[src/rtl/ultrasound_range_collector_pkg.sv]
// Shared constants and FSM state encoding for the ultrasound range collector.
package ultrasound_range_collector_pkg;

  localparam int unsigned NUM_CH_DEF = 5;
  localparam int unsigned DATA_W_DEF = 8;
  localparam int unsigned CH_W       = 3;
  localparam logic [DATA_W_DEF-1:0] RANGE_SAT = {DATA_W_DEF{1'b1}};

  typedef enum logic [2:0] {
    IDLE      = 3'd0,
    TRIGGER   = 3'd1,
    WAIT_RISE = 3'd2,
    MEASURE   = 3'd3,
    STORE     = 3'd4,
    GAP       = 3'd5,
    DONE      = 3'd6
  } state_t;

endpackage

[src/rtl/ultrasound_range_collector_echo_sync_edge.sv]
// Two-flop synchronizer for the asynchronous echo input with registered
// single-cycle rise/fall pulses derived from the synchronized level.
module ultrasound_range_collector_echo_sync_edge (
  input  logic clock,
  input  logic reset_n,
  input  logic echo_in,
  output logic rise,
  output logic fall
);

  logic meta_r, sync_r, prev_r, rise_r, fall_r;

  // synchronizer chain and edge detection on the synchronized level
  always_ff @(posedge clock or negedge reset_n) begin
    if (!reset_n) begin
      meta_r <= 1'b0;
      sync_r <= 1'b0;
      prev_r <= 1'b0;
      rise_r <= 1'b0;
      fall_r <= 1'b0;
    end else begin
      meta_r <= echo_in;
      sync_r <= meta_r;
      prev_r <= sync_r;
      rise_r <= sync_r & ~prev_r;
      fall_r <= ~sync_r & prev_r;
    end
  end

  assign rise = rise_r;
  assign fall = fall_r;

endmodule

[src/rtl/ultrasound_range_collector.sv]
// Sequential 5-channel ultrasound scanner: trigger, time echo, saturate, store.
// Optional RANGE_MIN_TRACK_EN adds min_index (lowest reading, lower index on tie).
module ultrasound_range_collector
  import ultrasound_range_collector_pkg::*;
#(
  parameter int unsigned NUM_CH      = NUM_CH_DEF,
  parameter int unsigned DATA_W      = DATA_W_DEF,
  parameter int unsigned TICK_DIV    = 64,
  parameter int unsigned TRIG_CYCLES = 270,
  parameter int unsigned GAP_CYCLES  = 1024
) (
  input  logic                     clock,
  input  logic                     reset_n,
  input  logic                     start,
  input  logic                     echo_in,
  output logic [NUM_CH-1:0]        trigger_out,
  output logic [CH_W-1:0]          ch_sel,
  output logic [NUM_CH*DATA_W-1:0] values,
  output logic                     busy,
  output logic                     done
`ifdef RANGE_MIN_TRACK_EN
  ,
  output logic [CH_W-1:0]          min_index
`endif
);

  localparam int unsigned TMR_MAX = (TRIG_CYCLES > GAP_CYCLES) ? TRIG_CYCLES : GAP_CYCLES;
  localparam int unsigned TMR_W   = $clog2(TMR_MAX + 1);
  localparam int unsigned PSC_W   = $clog2(TICK_DIV);
  localparam logic [DATA_W-1:0] SAT = {DATA_W{1'b1}};

  state_t                   state_r, state_s;
  logic [CH_W-1:0]          ch_r, ch_s;
  logic [TMR_W-1:0]         tmr_r;
  logic [PSC_W-1:0]         psc_r;
  logic [DATA_W-1:0]        cnt_r;
  logic [NUM_CH-1:0]        trig_s;
  logic                     rise_s, fall_s;
  logic [NUM_CH-1:0]        trigger_out_r;
  logic [CH_W-1:0]          ch_sel_r;
  logic [NUM_CH*DATA_W-1:0] values_r;
  logic                     busy_r, done_r;

  ultrasound_range_collector_echo_sync_edge u_sync (
    .clock   (clock),
    .reset_n (reset_n),
    .echo_in (echo_in),
    .rise    (rise_s),
    .fall    (fall_s)
  );

  // next-state, next-channel and next trigger pattern
  always_comb begin
    state_s = state_r;
    ch_s    = ch_r;
    trig_s  = '0;
    case (state_r)
      IDLE: begin
        if (start) begin
          state_s = TRIGGER;
          ch_s    = CH_W'(1);
        end else begin
          ch_s    = '0;
        end
      end
      TRIGGER: begin
        if (tmr_r == TMR_W'(TRIG_CYCLES - 1)) state_s = WAIT_RISE;
        else                                  state_s = TRIGGER;
      end
      WAIT_RISE: begin
        if (rise_s)           state_s = MEASURE;
        else if (cnt_r == SAT) state_s = STORE;
        else                   state_s = WAIT_RISE;
      end
      MEASURE: begin
        if (fall_s || cnt_r == SAT) state_s = STORE;
        else                        state_s = MEASURE;
      end
      STORE: begin
        if (ch_r < CH_W'(NUM_CH)) state_s = GAP;
        else                      state_s = DONE;
      end
      GAP: begin
        if (tmr_r == TMR_W'(GAP_CYCLES - 1)) begin
          state_s = TRIGGER;
          ch_s    = ch_r + CH_W'(1);
        end else begin
          state_s = GAP;
        end
      end
      DONE: begin
        state_s = IDLE;
        ch_s    = '0;
      end
      default: begin
        state_s = IDLE;
        ch_s    = '0;
      end
    endcase
    if (state_s == TRIGGER) begin
      for (int k = 0; k < int'(NUM_CH); k++) trig_s[k] = (ch_s == CH_W'(k + 1));
    end else begin
      trig_s = '0;
    end
  end

  // state, channel and phase timer; the timer restarts on every state change
  always_ff @(posedge clock or negedge reset_n) begin
    if (!reset_n) begin
      state_r <= IDLE;
      ch_r    <= '0;
      tmr_r   <= '0;
    end else begin
      state_r <= state_s;
      ch_r    <= ch_s;
      tmr_r   <= (state_s != state_r) ? '0 : tmr_r + TMR_W'(1);
    end
  end

  // range counter: cleared in TRIGGER and on the echo rise, saturating, never wraps
  always_ff @(posedge clock or negedge reset_n) begin
    if (!reset_n) begin
      psc_r <= '0;
      cnt_r <= '0;
    end else if (state_r == TRIGGER || (state_r == WAIT_RISE && rise_s)) begin
      psc_r <= '0;
      cnt_r <= '0;
    end else if (state_r == WAIT_RISE || state_r == MEASURE) begin
      if (psc_r == PSC_W'(TICK_DIV - 1)) begin
        psc_r <= '0;
        if (cnt_r != SAT) cnt_r <= cnt_r + DATA_W'(1);
      end else begin
        psc_r <= psc_r + PSC_W'(1);
      end
    end
  end

  // reading store (only the active slot) and registered outputs
  always_ff @(posedge clock or negedge reset_n) begin
    if (!reset_n) begin
      values_r      <= '0;
      trigger_out_r <= '0;
      ch_sel_r      <= '0;
      busy_r        <= 1'b0;
      done_r        <= 1'b0;
    end else begin
      if (state_r == STORE) begin
        for (int k = 0; k < int'(NUM_CH); k++) begin
          if (ch_r == CH_W'(k + 1)) values_r[k*DATA_W +: DATA_W] <= cnt_r;
        end
      end
      trigger_out_r <= trig_s;
      ch_sel_r      <= ch_s;
      busy_r        <= (state_s != IDLE);
      done_r        <= (state_s == DONE);
    end
  end

  assign trigger_out = trigger_out_r;
  assign ch_sel      = ch_sel_r;
  assign values      = values_r;
  assign busy        = busy_r;
  assign done        = done_r;

`ifdef RANGE_MIN_TRACK_EN
  logic [CH_W-1:0]   min_index_r;
  logic [DATA_W-1:0] min_val_r;

  // running minimum; strict less-than keeps the lower channel on ties
  always_ff @(posedge clock or negedge reset_n) begin
    if (!reset_n) begin
      min_index_r <= '0;
      min_val_r   <= SAT;
    end else if (state_r == IDLE && start) begin
      min_index_r <= '0;
      min_val_r   <= SAT;
    end else if (state_r == STORE && (min_index_r == '0 || cnt_r < min_val_r)) begin
      min_index_r <= ch_r;
      min_val_r   <= cnt_r;
    end
  end

  assign min_index = min_index_r;
`endif

endmodule

[config.mk]
export PLATFORM = sky130hd
export DESIGN_NAME = ultrasound_range_collector
export DESIGN_NICKNAME = d
export VERILOG_FILES = /design/src/rtl/ultrasound_range_collector_pkg.sv /design/src/rtl/ultrasound_range_collector_echo_sync_edge.sv /design/src/rtl/ultrasound_range_collector.sv
export SDC_FILE = /design/constraint.sdc
export NUM_CORES = 1
export LEC_CHECK = 0
export ABC_AREA = 1
export CAP_MARGIN = 10
export CELL_PAD_IN_SITES_DETAIL_PLACEMENT = 0
export CELL_PAD_IN_SITES_GLOBAL_PLACEMENT = 1
export CORE_UTILIZATION = 35
export DETAILED_ROUTE_END_ITERATION = 12
export PLACE_DENSITY = 0.77
export SYNTH_ARGS = -nofsm -noshare
export SYNTH_HDL_FRONTEND = slang
export SYNTH_SLANG_ARGS = --single-unit
[constraint.sdc]
create_clock -name clock -period 2.5 [get_ports clock]
set_input_delay 0.25 -clock clock [delete_from_list [all_inputs] [get_ports clock]]
set_output_delay 0.25 -clock clock [all_outputs]
set_load 0.02 [all_outputs]
==> results of run 1 <==
-- cell families (layout without fill, tap and decap cells) --
kind of cell / count (synthesis) / after routing
and+or+nand+nor: 195 / 195
DFF: 83 / 83
AOI/OAI and AO/OA: 62 / 62
buffers and inverters: 49 / 113
xor gates and xnor gates: 11 / 11
adders and majority gates: 9 / 9
-- registers in the layout, indices dropped and copies added (netlist names), 3 cells and up --
signal and flops:
state_r 3, values 40, trigger_out 5, ch_sel 3, cnt_r 8, tmr_r 11, psc_r 6
-- through the flow --
stage,hold slack [ns],total power (W)
final,0.334,0.00244
after global routing,0.337,0.00254
after CTS,0.314,0.00248
after detailed placement,0.235,0.00141
after global placement,0.235,0.00141
after floorplan,-0.0456,0.00138
-- power groups by stage --
stage	Combinational [W]	Clock, W	Sequential (W)
6_report	0.0000371	0.00105	0.00135
5_1_grt	0.0000447	0.00115	0.00135
4_1_cts	0.0000399	0.00109	0.00135
3_5_place_dp	0.0000389	0	0.00137
3_3_place_gp	0.0000383	0	0.00137
2_1_floorplan	0.00000222	0	0.00137
-- final cells by class --
cell class	instances	area (sq um)	area share [%]
inverter	42	158	3.35
sequential	83	2080	44.2
clock inverter	6	88.8	1.89
timing repair buffer	55	558	11.9
multi-input combinational	277	1520	32.4
clock buffer	10	128	2.71
tap	136	170	3.62
-- layer usage --
metal	wire length, um	share of wire, %	vias to the layer above
li1	-	-	1441
met1	3850	47	1358
met2	3920	48	46
met3	254	3.1	9
met4	90	1.1	0
met5	0	0	-
-- worst paths after layout --
| check | slack, ns | cells past startpoint | end | startpoint |
|---|---|---|---|---|
| max reg2reg | 0.56 | 10 | tmr_r[10] | tmr_r[0] |
| min in group asynchronous | 0.39 | 2 | u_sync.meta_r | reset_n |
| max | 0.56 | 10 | tmr_r[10] | tmr_r[0] |
| max in group asynchronous | 1.50 | 3 | values[21] | reset_n |
| min reg2reg | 0.35 | 0 | u_sync.sync_r | u_sync.meta_r |
| min | 0.33 | 1 | u_sync.meta_r | echo_in |
-- placed cells by master (no fill, tap or decap), types with 2 or more instances in the layout --
master and count:
ha_1 9, dfrtp_1 83, clkbuf_8 9, nand3_1 24, nand2_1 89, nand3_2 3
inv_2 5, nor2_4 5, o21ai_0 39, nand4_1 12, inv_1 37, clkdlybuf4s50_1 52
a21oi_1 4, xor2_1 10, nor2_2 16, nand2_2 8, nor2_1 28, clkinvlp_4 2
nor3_1 5, o21a_1 8, bufinv_16 2, o21ai_2 8
-- timing repair --
item                       4_1_cts  5_1_grt
gates resized for setup          0        0
setup endpoints to repair        0        0
hold endpoints to repair        33        0
hold buffers                     1        0
==> key figures, run 1 <==
STA
  – RSZ-0062 raised after global routing: false
  – Final hold violation count: 0
  – Fmax: 0.516 GHz
  – Setup Viol. Count Final: 0
  – Part of the cycle the worst path needs: 77.6%
  – Final slew viol count: 0
  – Final WS setup: 0.560 ns
  – Slew @ Worst Pin: 0.638 ns
  – Setup TNS: 0 ns
  – Final Skew: 0.00916 ns
  – Crit path time final: 1.94 ns
  – Slew Limit Headroom: 57.4%

Critical path
  – Startpoint Class: flip-flop
  – CP required: 2.72 ns
  – Crit-path max FO: 11
  – Sum of buffers and inverters on the critical path: 1
  – Crit path max-delay family: simple AND/OR/NAND/NOR gates
  – Data arrival time of the worst path: 2.16 ns
  – Crit path top cell by count: nand2_1
  – WS Path Type: reg2reg
  – Critical Path Sink Type: flip-flop
  – Cell Chain, Critical Path: ha_1 -> inv_1 -> nor2_4 -> nand3_1 -> nand2_1 -> nand2_1 -> nor2_2 -> nand2_1 -> nand3_2 -> nor2_1
  – Worst path max stage delay: 0.48 ns
  – Slowest library cell on the worst path: dfrtp_1

Yosys
  – Register area share after synthesis: 54.5%
  – Post-synthesis cell count: 409
  – Fraction of synthesized area in multiplexers: 0%
  – Synth async-reset ratio: 100%
  – Xor/xnor share of the synthesized area: 2.53%
  – Top_reg_cell synth: dfrtp_1
  – Synth Area in Compound Gates: 9.82%
  – Combinational family with the most area after synthesis: simple AND/OR/NAND/NOR gates
  – Synthesized flop and latch total: 83
  – Synthesized Nets: 422
  – Most common library cells after synthesis: 89 x nand2_1, 83 x dfrtp_1, 39 x o21ai_0
  – Post-synthesis simple-gate area fraction: 24.7%
  – Post-Syn Area: 3810 sq um
  – Count leader, synth: nand2_1
  – Post-synthesis adder-cell area fraction: 2.96%
  – Yosys warns: 0
  – Mean area per synthesized cell: 9.31 sq um
  – Synth top area share: 54.5%
  – Dominant cells by area after synthesis: dfrtp_1 55%, nand2_1 8.8%, o21ai_0 5.1%
  – Synth area leader: dfrtp_1
  – Post-synthesis cell type count: 31
  – EDFF count, synth: 0

Floorplan
  – Die width: 106 um
  – Core box area: 10,400 sq um
  – Initial Utilization: 36.6%
  – I/O pin total: 54
  – Die area: 11,300 sq um
  – Die height: 106 um
  – Num rows: 37

Placement
  – Detail Placement HPWL: 5740 um
  – DP Cell Count: 592
  – RD Place Congestion: 0.768
  – Dpl cell area: 4480 sq um
  – PortBufs: 53
  – Place WS: 0.538 ns

Drt
  – Post-route DRC: 0
  – Vias per cell: 4.69
  – Number of DRC markers in iteration 0: 119
  – Drt wl/cell: 13.3 um
  – Drt total wl: 8120 um
  – Final ANT Viol Nets: 0
  – DRT Pass-1 Iters: 4
  – Via count: 2,854

Global routing
  – GR Layer Usage met2: 24.9%
  – Grt ovf: 0
  – Met1 Track Usage GR: 21.2%
  – Initial antenna violation count: 0
  – M3 GR Usage: 2.64%
  – First-pass GRT wire length: 13,700 um
  – Gr busiest metal: met2
  – Largest net degree at the start of global routing: 51
  – Vias in the first global route: 2,762
  – Global Route Usage Sum: 15.8%

Layout
  – Final Util: 45.1%
  – Antenna diode count: 0
  – Fill count: 1,009
  – Ratio of cells with drive above 1 in the final layout: 13.5%
  – Post-route cell area: 4700 sq um
  – Final #Nets: 481
  – Post-Layout Cell Count: 609
  – Area grow syn2layout: 23.5%

Power
  – Clock power share: 43.2%
  – Logic pwr share: 1.5%
  – Worst vdd ir: 0.000282 V
  – Cell Pwr Density: 518 nW/um^2
  – Leakage: 2.07 nW
  – Flop pwr share: 55.3%
  – P_int: 0.00192 W
  – Switching pwr: 0.000518 W
  – Switching part of the total: 21.2%

Clock tree
  – Post-CTS Repair Setup Buffers: 0
  – Clock Sinks: 83
  – H-tree levels: 3
  – Clock slew at reported path FFs: 0.08 ns
  – TritonCTS Buffers: 9
  – Clk Latency, worst-skew pair: 0.35 ns
  – Clock root buffer master: clkbuf_8
  – CTS tree: done
  – Max clock buf depth: 2

Run
  – Total of max-cap violations: 0

Hold path
  – Worst min-delay path class: in2reg

Run status
  – Status: complete, no violations
Power figures use the tool's default switching activity.
==> run 2: changes to the inputs <==
--- a/config.mk
+++ b/config.mk
@@ -11,7 +11,7 @@
 export CELL_PAD_IN_SITES_GLOBAL_PLACEMENT = 1
 export CORE_UTILIZATION = 35
 export DETAILED_ROUTE_END_ITERATION = 12
-export PLACE_DENSITY = 0.77
+export PLACE_DENSITY = 0.79
 export SYNTH_ARGS = -nofsm -noshare
 export SYNTH_HDL_FRONTEND = slang
 export SYNTH_SLANG_ARGS = --single-unit
==> constraint.sdc (replaced) <==
create_clock -name clock -period 1.7 [get_ports clock]
set_input_delay 0.17 -clock clock [delete_from_list [all_inputs] [get_ports clock]]
set_output_delay 0.17 -clock clock [all_outputs]
set_load 0.02 [all_outputs]
==> run 2 against run 1 <==
Clock skew up 0.0061 ns. Worst setup slack worse by 0.52 ns. Global-route usage up 0.56 points. Largest power group unchanged. Utilization up 5.0 points.
==> key figures, run 2 (synthesis results as in run 1) <==
Critical path
  – Worst path max stage delay: 0.41 ns (was 0.48 ns)
  – WS Path Type: reg2reg (unchanged)
  – CP required: 1.95 ns (was 2.72 ns)
  – Cell Chain, Critical Path: ha_4 -> nand2_2 -> nor2_2 -> nand2_2 -> o21ai_1 -> nand2_1 -> o21bai_4 -> nand3_4 -> clkbuf_16 -> nor2_2 (was ha_1 -> inv_1 -> nor2_4 -> nand3_1 -> nand2_1 -> nand2_1 -> nor2_2 -> nand2_1 -> nand3_2 -> nor2_1)
  – Crit-path max FO: 5 (was 11)
  – Critical Path Sink Type: flip-flop (unchanged)
  – Crit path max-delay family: simple AND/OR/NAND/NOR gates (unchanged)
  – Slowest library cell on the worst path: dfrtp_1 (unchanged)
  – Data arrival time of the worst path: 1.91 ns (was 2.16 ns)
  – Startpoint Class: flip-flop (unchanged)
  – Sum of buffers and inverters on the critical path: 1 (unchanged)

Global routing
  – Global Route Usage Sum: 16.4% (was 15.8%)
  – Largest net degree at the start of global routing: 39 (was 51)
  – Vias in the first global route: 2,988 (was 2,762)
  – First-pass GRT wire length: 14,400 um (was 13,700 um)
  – Initial antenna violation count: 0 (unchanged)
  – Grt ovf: 0 (unchanged)

Floorplan
  – Die width: 106 um (unchanged)
  – Die height: 106 um (unchanged)
  – Num rows: 37 (unchanged)
  – Initial Utilization: 36.6% (unchanged)
  – Die area: 11,300 sq um (unchanged)
  – I/O pin total: 54 (unchanged)
  – Core box area: 10,400 sq um (unchanged)

Clock tree
  – Clock root buffer master: clkbuf_8 (unchanged)
  – Clock Sinks: 83 (unchanged)
  – CTS tree: done (unchanged)
  – TritonCTS Buffers: 9 (unchanged)
  – H-tree levels: 3 (unchanged)
  – Clock slew at reported path FFs: 0.09 ns (was 0.08 ns)
  – Max clock buf depth: 2 (unchanged)
  – Clk Latency, worst-skew pair: 0.35 ns (about the same)

STA
  – Part of the cycle the worst path needs: 97.8% (was 77.6%)
  – Setup TNS: 0 ns (unchanged)
  – Final WS setup: 0.0370 ns (was 0.560 ns)
  – Final hold violation count: 0 (unchanged)
  – Final Skew: 0.0153 ns (was 0.00916 ns)
  – RSZ-0062 raised after global routing: true (was false)
  – Setup Viol. Count Final: 0 (unchanged)
  – Slew @ Worst Pin: 0.477 ns (was 0.638 ns)
  – Slew Limit Headroom: 68.2% (was 57.4%)
  – Crit path time final: 1.66 ns (was 1.94 ns)
  – Final slew viol count: 0 (unchanged)
  – Fmax: 0.601 GHz (was 0.516 GHz)

Layout
  – Final Util: 50.2% (was 45.1%)
  – Fill count: 970 (was 1,009)
  – Final #Nets: 523 (was 481)
  – Post-route cell area: 5230 sq um (was 4700 sq um)
  – Ratio of cells with drive above 1 in the final layout: 25.8% (was 13.5%)
  – Max reg flops: 40 (unchanged)
  – Most common cell after layout, fill and taps aside: dfrtp_1 (was nand2_1)
  – Most frequent cells in the layout: 81 x dfrtp_1, 78 x nand2_1, 51 x clkdlybuf4s50_1 (was 89 x nand2_1, 83 x dfrtp_1, 52 x clkdlybuf4s50_1)
  – Antenna diode count: 0 (unchanged)
  – Area grow syn2layout: 37.2% (was 23.5%)

Power
  – Switching part of the total: 20.3% (was 21.2%)
  – Flop pwr share: 52.3% (was 55.3%)
  – Logic pwr share: 1.5% (about the same)
  – P_int: 0.00302 W (was 0.00192 W)
  – Leakage: 2.33 nW (was 2.07 nW)
  – Switching pwr: 0.000768 W (was 0.000518 W)
  – Total power: 0.00379 W (was 0.00244 W)
  – Worst vdd ir: 0.000319 V (was 0.000282 V)
  – Cell Pwr Density: 725 nW/um^2 (was 518 nW/um^2)
  – Clock power share: 46.2% (was 43.2%)

Drt
  – DRT Pass-1 Iters: 4 (unchanged)
  – Drt total wl: 8790 um (was 8120 um)
  – Drt wl/cell: 13.5 um (was 13.3 um)
  – Vias per cell: 4.75 (was 4.69)
  – Number of DRC markers in iteration 0: 97 (was 119)
  – Final ANT Viol Nets: 0 (unchanged)
  – Post-route DRC: 0 (unchanged)
  – Via count: 3,094 (was 2,854)

Run status
  – Status: complete, no violations (unchanged)

Hold path
  – Worst min-delay path class: in2reg (unchanged)

Placement
  – RD Place Congestion: 0.782 (was 0.768)
  – Detail Placement HPWL: 6240 um (was 5740 um)
  – Dpl cell area: 4740 sq um (was 4480 sq um)
  – PortBufs: 53 (unchanged)
  – Place WS: 0.0114 ns (was 0.538 ns)

Run
  – Total of max-cap violations: 0 (unchanged)
[run 2: cell types whose count changed in the layout (fill, tap and decap cells not counted), sizes merged]
cell	delta
clkbuf	+2
buf	+41
clkdlybuf4s50	-1
clkinvlp	-2
inv	+1
dlygate4sd2	+1
clkinv	-1
bufinv	+1
[run 2: worst register-to-register path: cells and delay by family, from the launching register on]
family | cells | cell delay [ns]
and+or+nand+nor | 6 | 0.50
AOI/OAI and AO/OA | 2 | 0.34
adders and majority gates | 1 | 0.17
DFF | 1 | 0.41
buffers and inverters | 1 | 0.16
[run 2: path summary, 6_finish.rpt]
path,start,end,slack [ns],cells after the start
max in group asynchronous,reset_n,ch_sel[0],0.82,3
worst min register to register,u_sync.meta_r,u_sync.sync_r,0.36,0
worst max-delay path,cnt_r[1],tmr_r[6],0.04,10
worst max register to register,cnt_r[1],tmr_r[6],0.04,10
min in group asynchronous,reset_n,cnt_r[2],0.32,2
worst min-delay path,echo_in,u_sync.meta_r,0.26,1
[run 2: layer usage]
layer / up-vias / GRT usage, % / routed length [um] / part of all wire, %
met5: - / 0 / 0 / 0
li1: 1522 / - / - / -
met3: 8 / 2.94 / 278 / 3.2
met2: 51 / 26.9 / 4400 / 50
met4: 0 / 5.95 / 96 / 1.1
met1: 1513 / 21.6 / 4010 / 46
[run 2: stage by stage]
stage                     cells  hold slack, ns
final                       651           0.263
after floorplan             409          -0.126
after global placement      622           0.157
after CTS                   639           0.246
after global routing        651           0.262
after detailed placement    622           0.161
[run 2: power groups by stage]
stage / combinational, W / sequential, W / clock (W)
after floorplan: 0.00000326 / 0.00202 / 0
after global placement: 0.0000577 / 0.00202 / 0
after detailed placement: 0.0000589 / 0.00202 / 0
after CTS: 0.0000607 / 0.00198 / 0.00179
after global routing: 0.0000679 / 0.00198 / 0.00187
final: 0.0000571 / 0.00198 / 0.00175
[run 2: layout make-up]
type | count | area [sq um] | area share [%]
Sequential cell | 83 | 2080 | 39.8
Multi-Input combinational cell | 277 | 1640 | 31.4
Timing Repair Buffer | 97 | 927 | 17.7
Tap cell | 136 | 170 | 3.26
Inverter | 42 | 160 | 3.07
Clock buffer | 11 | 141 | 2.71
Clock inverter | 5 | 108 | 2.06
[run 2: what timing repair did]
| item | 4_1_cts | 5_1_grt |
|---|---|---|
| hold endpoints to repair | 33 | 0 |
| setup endpoints to repair | 1 | 31 |
| hold buffers | 1 | 0 |
| pin swaps | 0 | 14 |
| setup buffers | 0 | 11 |
| gates cloned | 0 | 1 |
| resized for setup | 1 | 36 |
